$ cat src/rtl/gelato_types_pkg.sv
// Shared types for the gelato L2 request path: requester count and arbiter states.
package gelato_types;

  localparam int NUM_L2_REQ = 5;

  typedef enum logic [1:0] {
    IDLE = 2'd0,
    BUSY = 2'd1,
    RESP = 2'd2
  } l2_arb_state_t;

endpackage

$ cat src/rtl/gelato_rr_picker.sv
// Rotating-priority search: first set bit of valid at or after ptr, wrapping modulo N.
module gelato_rr_picker #(
  parameter int N  = 5,
  parameter int PW = 3
) (
  input  logic [N-1:0]  valid,
  input  logic [PW-1:0] ptr,
  output logic          found,
  output logic [PW-1:0] idx
);

  logic [PW:0] cand;

  // Walk offsets from farthest to nearest so the nearest valid index wins.
  always_comb begin
    found = 1'b0;
    idx   = '0;
    cand  = '0;
    for (int i = N - 1; i >= 0; i--) begin
      cand = {1'b0, ptr} + (PW+1)'(i);
      if (cand >= (PW+1)'(N)) cand = cand - (PW+1)'(N);
      if (valid[cand[PW-1:0]]) begin
        found = 1'b1;
        idx   = cand[PW-1:0];
      end
    end
  end

endmodule

$ cat src/rtl/gelato_l2_request_arbiter.sv
// Round-robin arbiter sharing one L2 port among NUM_REQ L1 requesters, one request in flight.
module gelato_l2_request_arbiter
  import gelato_types::*;
#(
  parameter int NUM_REQ    = NUM_L2_REQ,
  parameter int ADDR_WIDTH = 32,
  parameter int DATA_WIDTH = 32
) (
  input  logic                                 clk,
  input  logic                                 rst_n,
  input  logic                                 rdy,
  input  logic [NUM_REQ-1:0]                   req_valid,
  input  logic [NUM_REQ-1:0][ADDR_WIDTH-1:0]   req_addr,
  output logic [NUM_REQ-1:0]                   req_done,
  output logic [NUM_REQ-1:0][DATA_WIDTH-1:0]   req_data,
  output logic                                 l2_valid,
  output logic [ADDR_WIDTH-1:0]                l2_addr,
  input  logic                                 l2_done,
  input  logic [DATA_WIDTH-1:0]                l2_data
);

  localparam int PW = (NUM_REQ > 1) ? $clog2(NUM_REQ) : 1;

  l2_arb_state_t state;
  logic [PW-1:0] rr_ptr;
  logic [PW-1:0] grant;
  logic          pick_found;
  logic [PW-1:0] pick_idx;

  gelato_rr_picker #(.N(NUM_REQ), .PW(PW)) u_picker (
    .valid (req_valid),
    .ptr   (rr_ptr),
    .found (pick_found),
    .idx   (pick_idx)
  );

  always_ff @(posedge clk) begin
    if (!rst_n) begin
      state    <= IDLE;
      rr_ptr   <= '0;
      grant    <= '0;
      l2_valid <= 1'b0;
      l2_addr  <= '0;
      req_done <= '0;
      req_data <= '0;
    end else if (rdy) begin
      case (state)
        IDLE: begin
          if (pick_found) begin
            grant    <= pick_idx;
            l2_valid <= 1'b1;
            l2_addr  <= req_addr[pick_idx];
            state    <= BUSY;
          end
        end
        // Requester inputs are ignored here; the latched grant owns the L2 until it answers.
        BUSY: begin
          if (l2_done) begin
            l2_valid        <= 1'b0;
            req_done[grant] <= 1'b1;
            req_data[grant] <= l2_data;
            rr_ptr          <= (grant == PW'(NUM_REQ - 1)) ? '0 : grant + 1'b1;
            state           <= RESP;
          end
        end
        RESP: begin
          req_done <= '0;
          state    <= IDLE;
        end
        default: state <= IDLE;
      endcase
    end
  end

endmodule

$ cat config.mk
export PLATFORM = sky130hd
export DESIGN_NAME = gelato_l2_request_arbiter
export DESIGN_NICKNAME = d
export VERILOG_FILES = /design/src/rtl/gelato_types_pkg.sv /design/src/rtl/gelato_rr_picker.sv /design/src/rtl/gelato_l2_request_arbiter.sv
export SDC_FILE = /design/constraint.sdc
export NUM_CORES = 1
export LEC_CHECK = 0
export CORE_AREA = 2 2 157 159
export DETAILED_ROUTE_END_ITERATION = 16
export DIE_AREA = 0 0 159 161
export PLACE_DENSITY = 0.82
export SYNTH_ARGS = -nofsm -noshare
export SYNTH_HDL_FRONTEND = slang
export SYNTH_HIERARCHICAL = 1
export SYNTH_SLANG_ARGS = --single-unit
$ cat constraint.sdc
create_clock -name clk -period 7.36 [get_ports clk]
set_input_delay 2.208 -clock clk [delete_from_list [all_inputs] [get_ports clk]]
set_output_delay 2.208 -clock clk [all_outputs]
set_load 0.01 [all_outputs]
==> flow_summary.ini, run 1 <==
[run_status]
outcome = completed

[power_and_ir_drop]
static-leakage-power_uw = 0.005138
power.internal_uw = 2231
comb_power_share_pct = 20.8
power.density_cell_area_nw_per_um2 = 204.4
p_sw_uw = 825.9
peakVddDrop_v = 0.0001767
pwr-share-clk_pct = 40.6
sw_frac_of_total_pct = 27.02
portion_of_total_power_attributed_to_sequential_cells_pct = 38.6

[floorplanning]
design.die.area_um2 = 25600
io_pins = 399
floorplan.initialDensity_pct = 42.04
placeable_core_region_um2 = 23960
placement_rows = 57
die-height_um = 161
dieWidth_um = 159

[placement]
dp_cells = 1881
io_buffers = 398
dp.final_hpwl_um = 26480
gp_routability_congestion = 0.9486

[route]
wl_um = 38030
detail_route.iter0.violations = 808
vias_per_cell = 5.430
firstDrtPassIters = 5
drcViolationCount = 0
detail_route.wirelength.met1_um = 14440
met2RoutedLength_um = 17900
wire_per_inst_um = 19.71
met3_wirelength_um = 3953
postRouteAntennaNets = 0
dr_total_vias = 10470
dr.max_layer_used = met4

[yosys]
ys_ff_latch = 206
post-synth-top-area-cell = dfxtp_1
synth-edff-count = 0
netlist_top_cells_area = dfxtp_1 (41%), o21ai_0 (8.4%), nand2_1 (7.9%)
synth-seq-area-share_pct = 40.94
asyncSetResetFlopFracSynth_pct = 0
syn-instance-count = 1258
syn_area_um2 = 10070
synth.top_cell.area_share_pct = 40.94
yosysUniqueCellTypes = 70
mappedNetlistNets = 1471
synth-warning-count = 6
postSynthAreaPerCell_um2 = 8.007
synth-main-ff-cell = dfxtp_1

[timing]
timing_worst_slew_pin_value_ns = 0.9783
setup_viol_count_final = 0
clock.fmax_mhz = 184.3
period_utilization_post_route_pct = 73.72
grt_setup_unrepaired = false
timing.final.max_slew_violations = 0
max_slew_margin_pct = 34.53
final.min_clock_period_ns = 5.426
timing.clock.skew_ns = 0.02578
final_hold_viol_count = 0
tns_ns = 0

[critical_path]
startpoint_type = primary input
critPathArrivalTime_ns = 5.83
timing.rr.start = rr_ptr[1]
setup.worst_path.class = in2reg
crit_end_element = flip-flop
crit_fanout = 58
critical_path_required_ns = 7.76
cp-endpoint = l2_addr[28]
rr_worst_depth = 14
worst_setup_path_startpoint = req_valid[1]
r2r-end = l2_addr[28]
reg2reg_setup_slack_ns = 2.71

[grt]
grt_use_total_pct = 28.33
grt_pass1_vias = 10100
grt_antenna_before_repair = 8
global_route_wire_length_before_repair_um = 57790
total_congestion_overflow_after_global_routing = 0
grt_max_degree = 220

[clocking]
buffers_from_clock_root_to_sink_at_most = 3
clock_latency_ns = 0.52
cts_repair_resize_count = 0
cts.htree.levels = 1
clock-sinks = 206
clockRootBuffer = clkbuf_16
cts_inserted_buffers = 23
cts.hold.buffers_added = 0
post_cts.repair.setup_buffers = 0
clk_pin_slew_ns = 0.06
tritoncts = built

[run]
maxCapViolations = 0

[finish]
drive_gt1_share_pct = 6.700
nets = 1795
n_fill_cell = 2055
layout.area.seq_um2 = 4124
footprint_of_the_multi_input_gates_um2 = 5445
area_delta_synth_final_pct = 48.47
instances_no_fill = 1929

[worst_hold_path]
hp-class = reg2reg
-- synth_stat cells, types with 6 or more instances --
cell type,number
a211oi_1,6
a21oi_1,105
buf_2,34
clkbuf_1,69
dfxtp_1,206
ha_1,11
inv_1,9
mux2_2,34
mux2i_1,42
nand2_1,211
nand2b_1,39
nand3_1,133
nor2_1,21
nor2b_1,8
nor3_1,6
o21a_1,33
o21ai_0,170
o21ai_1,34
-- critical path, cell delays in order --
cell and delay (ns):
clkdlybuf4s50_1 0.56, mux4_1 0.57, mux2i_1 0.24, or2_1 0.24, nand2_1 0.13, nor3b_1 0.27, a221o_4 0.51, buf_12 0.35
mux2_2 0.37, o21ai_0 0.21, a21oi_1 0.10
-- layer usage --
metal | global-route usage [%] | vias up
met5 | 0 | -
met4 | 13.47 | 0
met3 | 10.20 | 90
met2 | 46.86 | 477
met1 | 32.82 | 4854
li1 | - | 5053
-- state kept, by name, indices dropped and copies added (netlist names) --
register,count
l2_valid,1
state,2
grant,3
l2_addr,32
req_done,5
req_data,160
rr_ptr,3
-- metrics by stage --
step	utilization, %	hold WS [ns]	total power (µW)	setup WS (ns)	cell area [µm²]
4_1_cts	62.33	0.4502	3078	2.011	14940
6_report	62.41	0.4512	3057	1.934	14960
3_5_place_dp	58.95	0.4396	1836	1.470	14130
5_1_grt	62.41	0.4608	3173	1.767	14960
2_1_floorplan	-	0.4726	1554	2.734	10070
3_3_place_gp	58.95	0.4349	1830	1.657	14130
-- placed cells by master (no fill, tap or decap), drive strengths merged, types with 11 or more instances in the layout --
cell type	n
nand2	211
a21oi	107
nand2b	40
inv	12
nand3	133
clkbuf	32
clkdlybuf4s50	397
mux2i	42
dfxtp	206
nor2	21
o21a	33
buf	13
ha	11
o21ai	204
mux2	34
-- cell type report --
| class | count | share of cell area (%) |
|---|---|---|
| Antenna cell | 8 | 0.1339 |
| Clock buffer | 31 | 4.384 |
| Clock inverter | 9 | 1.029 |
| Inverter | 11 | 0.2761 |
| Multi-Input combinational cell | 929 | 36.41 |
| Sequential cell | 206 | 27.57 |
| Tap cell | 324 | 2.711 |
| Timing Repair Buffer | 411 | 27.48 |
-- how the worst min path moves through the flow --
stage,depth (start not counted),startpoint,to
floorplan,2,req_data[117],req_data[117]
global placement,2,req_data[125],req_data[125]
global route,2,req_data[126],req_data[126]
finish,2,req_data[54],req_data[54]
detailed placement,2,req_data[123],req_data[123]
CTS,2,req_data[92],req_data[92]
-- cell families after synthesis --
family,after synthesis,synth area share [%]
adders and majority gates,12,1.565
muxes,78,8.459
xor gates and xnor gates,5,0.5093
and+or+nand+nor,447,21.36
buffers and inverters,123,5.279
DFF,206,40.94
AOI/OAI and AO/OA,387,21.89
-- power by group through the flow --
stage,clock [µW],sequential (µW),combinational [µW]
final,1240,1180,636
after global routing,1300,1180,688
after CTS,1260,1180,636
after detailed placement,0,1200,632
after global placement,0,1200,627
after floorplan,0,1210,344
(Power assumes the default switching activity.)
==> run 2: changes to the inputs <==
--- a/config.mk
+++ b/config.mk
@@ -5,10 +5,10 @@
 export SDC_FILE = /design/constraint.sdc
 export NUM_CORES = 1
 export LEC_CHECK = 0
-export CORE_AREA = 2 2 157 159
+export CORE_MARGIN = 2
+export CORE_UTILIZATION = 44
 export DETAILED_ROUTE_END_ITERATION = 16
-export DIE_AREA = 0 0 159 161
-export PLACE_DENSITY = 0.82
+export PLACE_DENSITY = 0.85
 export SYNTH_ARGS = -nofsm -noshare
 export SYNTH_HDL_FRONTEND = slang
 export SYNTH_HIERARCHICAL = 1
==> constraint.sdc (replaced) <==
create_clock -name clk -period 5.1 [get_ports clk]
set_input_delay 1.53 -clock clk [delete_from_list [all_inputs] [get_ports clk]]
set_output_delay 1.53 -clock clk [all_outputs]
set_load 0.01 [all_outputs]
==> flow_summary.ini, run 2 (same netlist as run 1, synthesis figures left out) <==
[run]
maxCapViolations = 0

[finish]
n_fill_cell = 1814
layout.cells.most_common = clkdlybuf4s50_1
nets = 1804
final_core_utilization_pct = 66.01
layout.cells.most_common_list = clkdlybuf4s50_1 (397), nand2_1 (211), dfxtp_1 (206)
area_delta_synth_final_pct = 47.91
regMostFlops = req_data
largest_register_ff_count = 160
drive_gt1_share_pct = 6.849
largest_registers_ranked_by_flip_flop_count = req_data x160, l2_addr x32, req_done x5

[clocking]
post_cts.repair.setup_buffers = 0
clockRootBuffer = clkbuf_16
cts.hold.buffers_added = 0
cts_inserted_buffers = 22
buffers_from_clock_root_to_sink_at_most = 3
clock-sinks = 206
cts.htree.levels = 1
clk_pin_slew_ns = 0.06
cts_repair_resize_count = 0
clock_latency_ns = 0.53
tritoncts = built

[timing]
max_slew_margin_pct = 43.01
tns_ns = 0
timing_worst_slew_pin_value_ns = 0.8548
final_hold_viol_count = 0
timing.clock.skew_ns = 0.02655
timing.final.max_slew_violations = 0
grt_setup_unrepaired = false
clock.fmax_mhz = 224.1
slack_of_the_critical_path_ns = 0.6387
period_utilization_post_route_pct = 87.48
setup_viol_count_final = 0
final.min_clock_period_ns = 4.461

[floorplanning]
floorplan.initialDensity_pct = 44.63
io_pins = 399
dieWidth_um = 155.3
design.die.area_um2 = 24120
placement_rows = 55
die-height_um = 155.3
placeable_core_region_um2 = 22570

[route]
dr_total_vias = 10450
detail_route.iter0.violations = 714
vias_per_cell = 5.512
met3_wirelength_um = 3531
drcViolationCount = 0
wire_per_inst_um = 19.07
met2RoutedLength_um = 17420
firstDrtPassIters = 5
postRouteAntennaNets = 0
detail_route.wirelength.met1_um = 13690
wl_um = 36150
dr.max_layer_used = met4

[power_and_ir_drop]
static-leakage-power_uw = 0.005147
power.density_cell_area_nw_per_um2 = 284.0
peakVddDrop_v = 0.0003274

[placement]
dp.final_hpwl_um = 25340
io_buffers = 398
placement.setup.worst_slack_ns = 0.2711
gp_routability_congestion = 0.8706

[grt]
grt_max_degree = 138
total_congestion_overflow_after_global_routing = 0
grt_antenna_before_repair = 5
global_route_wire_length_before_repair_um = 54740
grt_pass1_vias = 10140
grt_use_total_pct = 28.34

[critical_path]
crit_end_element = flip-flop
reg2reg_setup_slack_ns = 0.64
critPathArrivalTime_ns = 4.90
crit_fanout = 24
critical_path_required_ns = 5.53
startpoint_type = flip-flop
setup.worst_path.class = reg2reg

[run_status]
outcome = completed

[worst_hold_path]
hp-class = reg2reg
run 2: cell types whose count changed in the layout (fill, tap and decap cells not counted), sizes merged, moves of 2 or more:
cell	previous run	this run
diode	8	5
bufinv	4	1
buf	13	23
clkbuf	32	36
clkinvlp	2	0
run 2: final timing paths:
path	startpoint	endpoint	cells past startpoint
max	rr_ptr[1]	l2_addr[6]	15
min	req_data[50]	req_data[50]	2
max reg2reg	rr_ptr[1]	l2_addr[6]	15
min reg2reg	req_data[50]	req_data[50]	2
run 2: layer usage:
layer / vias to the layer above / global-route usage (%)
met4: 0 / 12.58
li1: 5063 / -
met5: - / 0
met3: 84 / 9.944
met1: 4852 / 31.52
met2: 451 / 48.99
run 2: final cells by class:
| cell class | count | area, µm² | area share, % |
|---|---|---|---|
| multi-input cells | 929 | 5445 | 36.55 |
| diodes | 5 | 12.51 | 0.08398 |
| clock buffers | 35 | 639.4 | 4.291 |
| well taps | 285 | 356.6 | 2.393 |
| inverters | 11 | 41.29 | 0.2771 |
| flip-flops and latches | 206 | 4124 | 27.68 |
| repair buffers | 421 | 4210 | 28.26 |
| clock inverters | 4 | 70.07 | 0.4703 |
run 2: worst max-delay path: stages (launching register included):
cell and delay [ns]:
dfxtp_1 0.64, inv_1 0.23, ha_1 0.28, ha_1 0.40, nor2b_1 0.18, a22o_1 0.26, or3b_1 0.38, a211oi_2 0.26
o32a_1 0.19, mux2i_1 0.08, a221o_4 0.56, buf_4 0.27, nand2b_1 0.15, a21oi_1 0.17, o21ai_0 0.12, a21oi_1 0.17
run 2: metrics by stage:
stage	hold slack, ns	power (µW)	area [µm²]	instances
after floorplan	0.4726	2242	10070	1258
after global placement	0.4348	2646	14180	1852
after detailed placement	0.4423	2659	14180	1852
after CTS	0.4496	4254	14890	1891
after global routing	0.4672	4407	14900	1896
final	0.4493	4231	14900	1896
run 2: power breakdown:
group	switching, µW	leakage (µW)	internal [µW]	total (µW)
Sequential	35.5	0.00167	1660	1700
Combinational	463	0.00314	474	937
Clock	682	0.000344	915	1600
Total	1180	0.00515	3050	4230
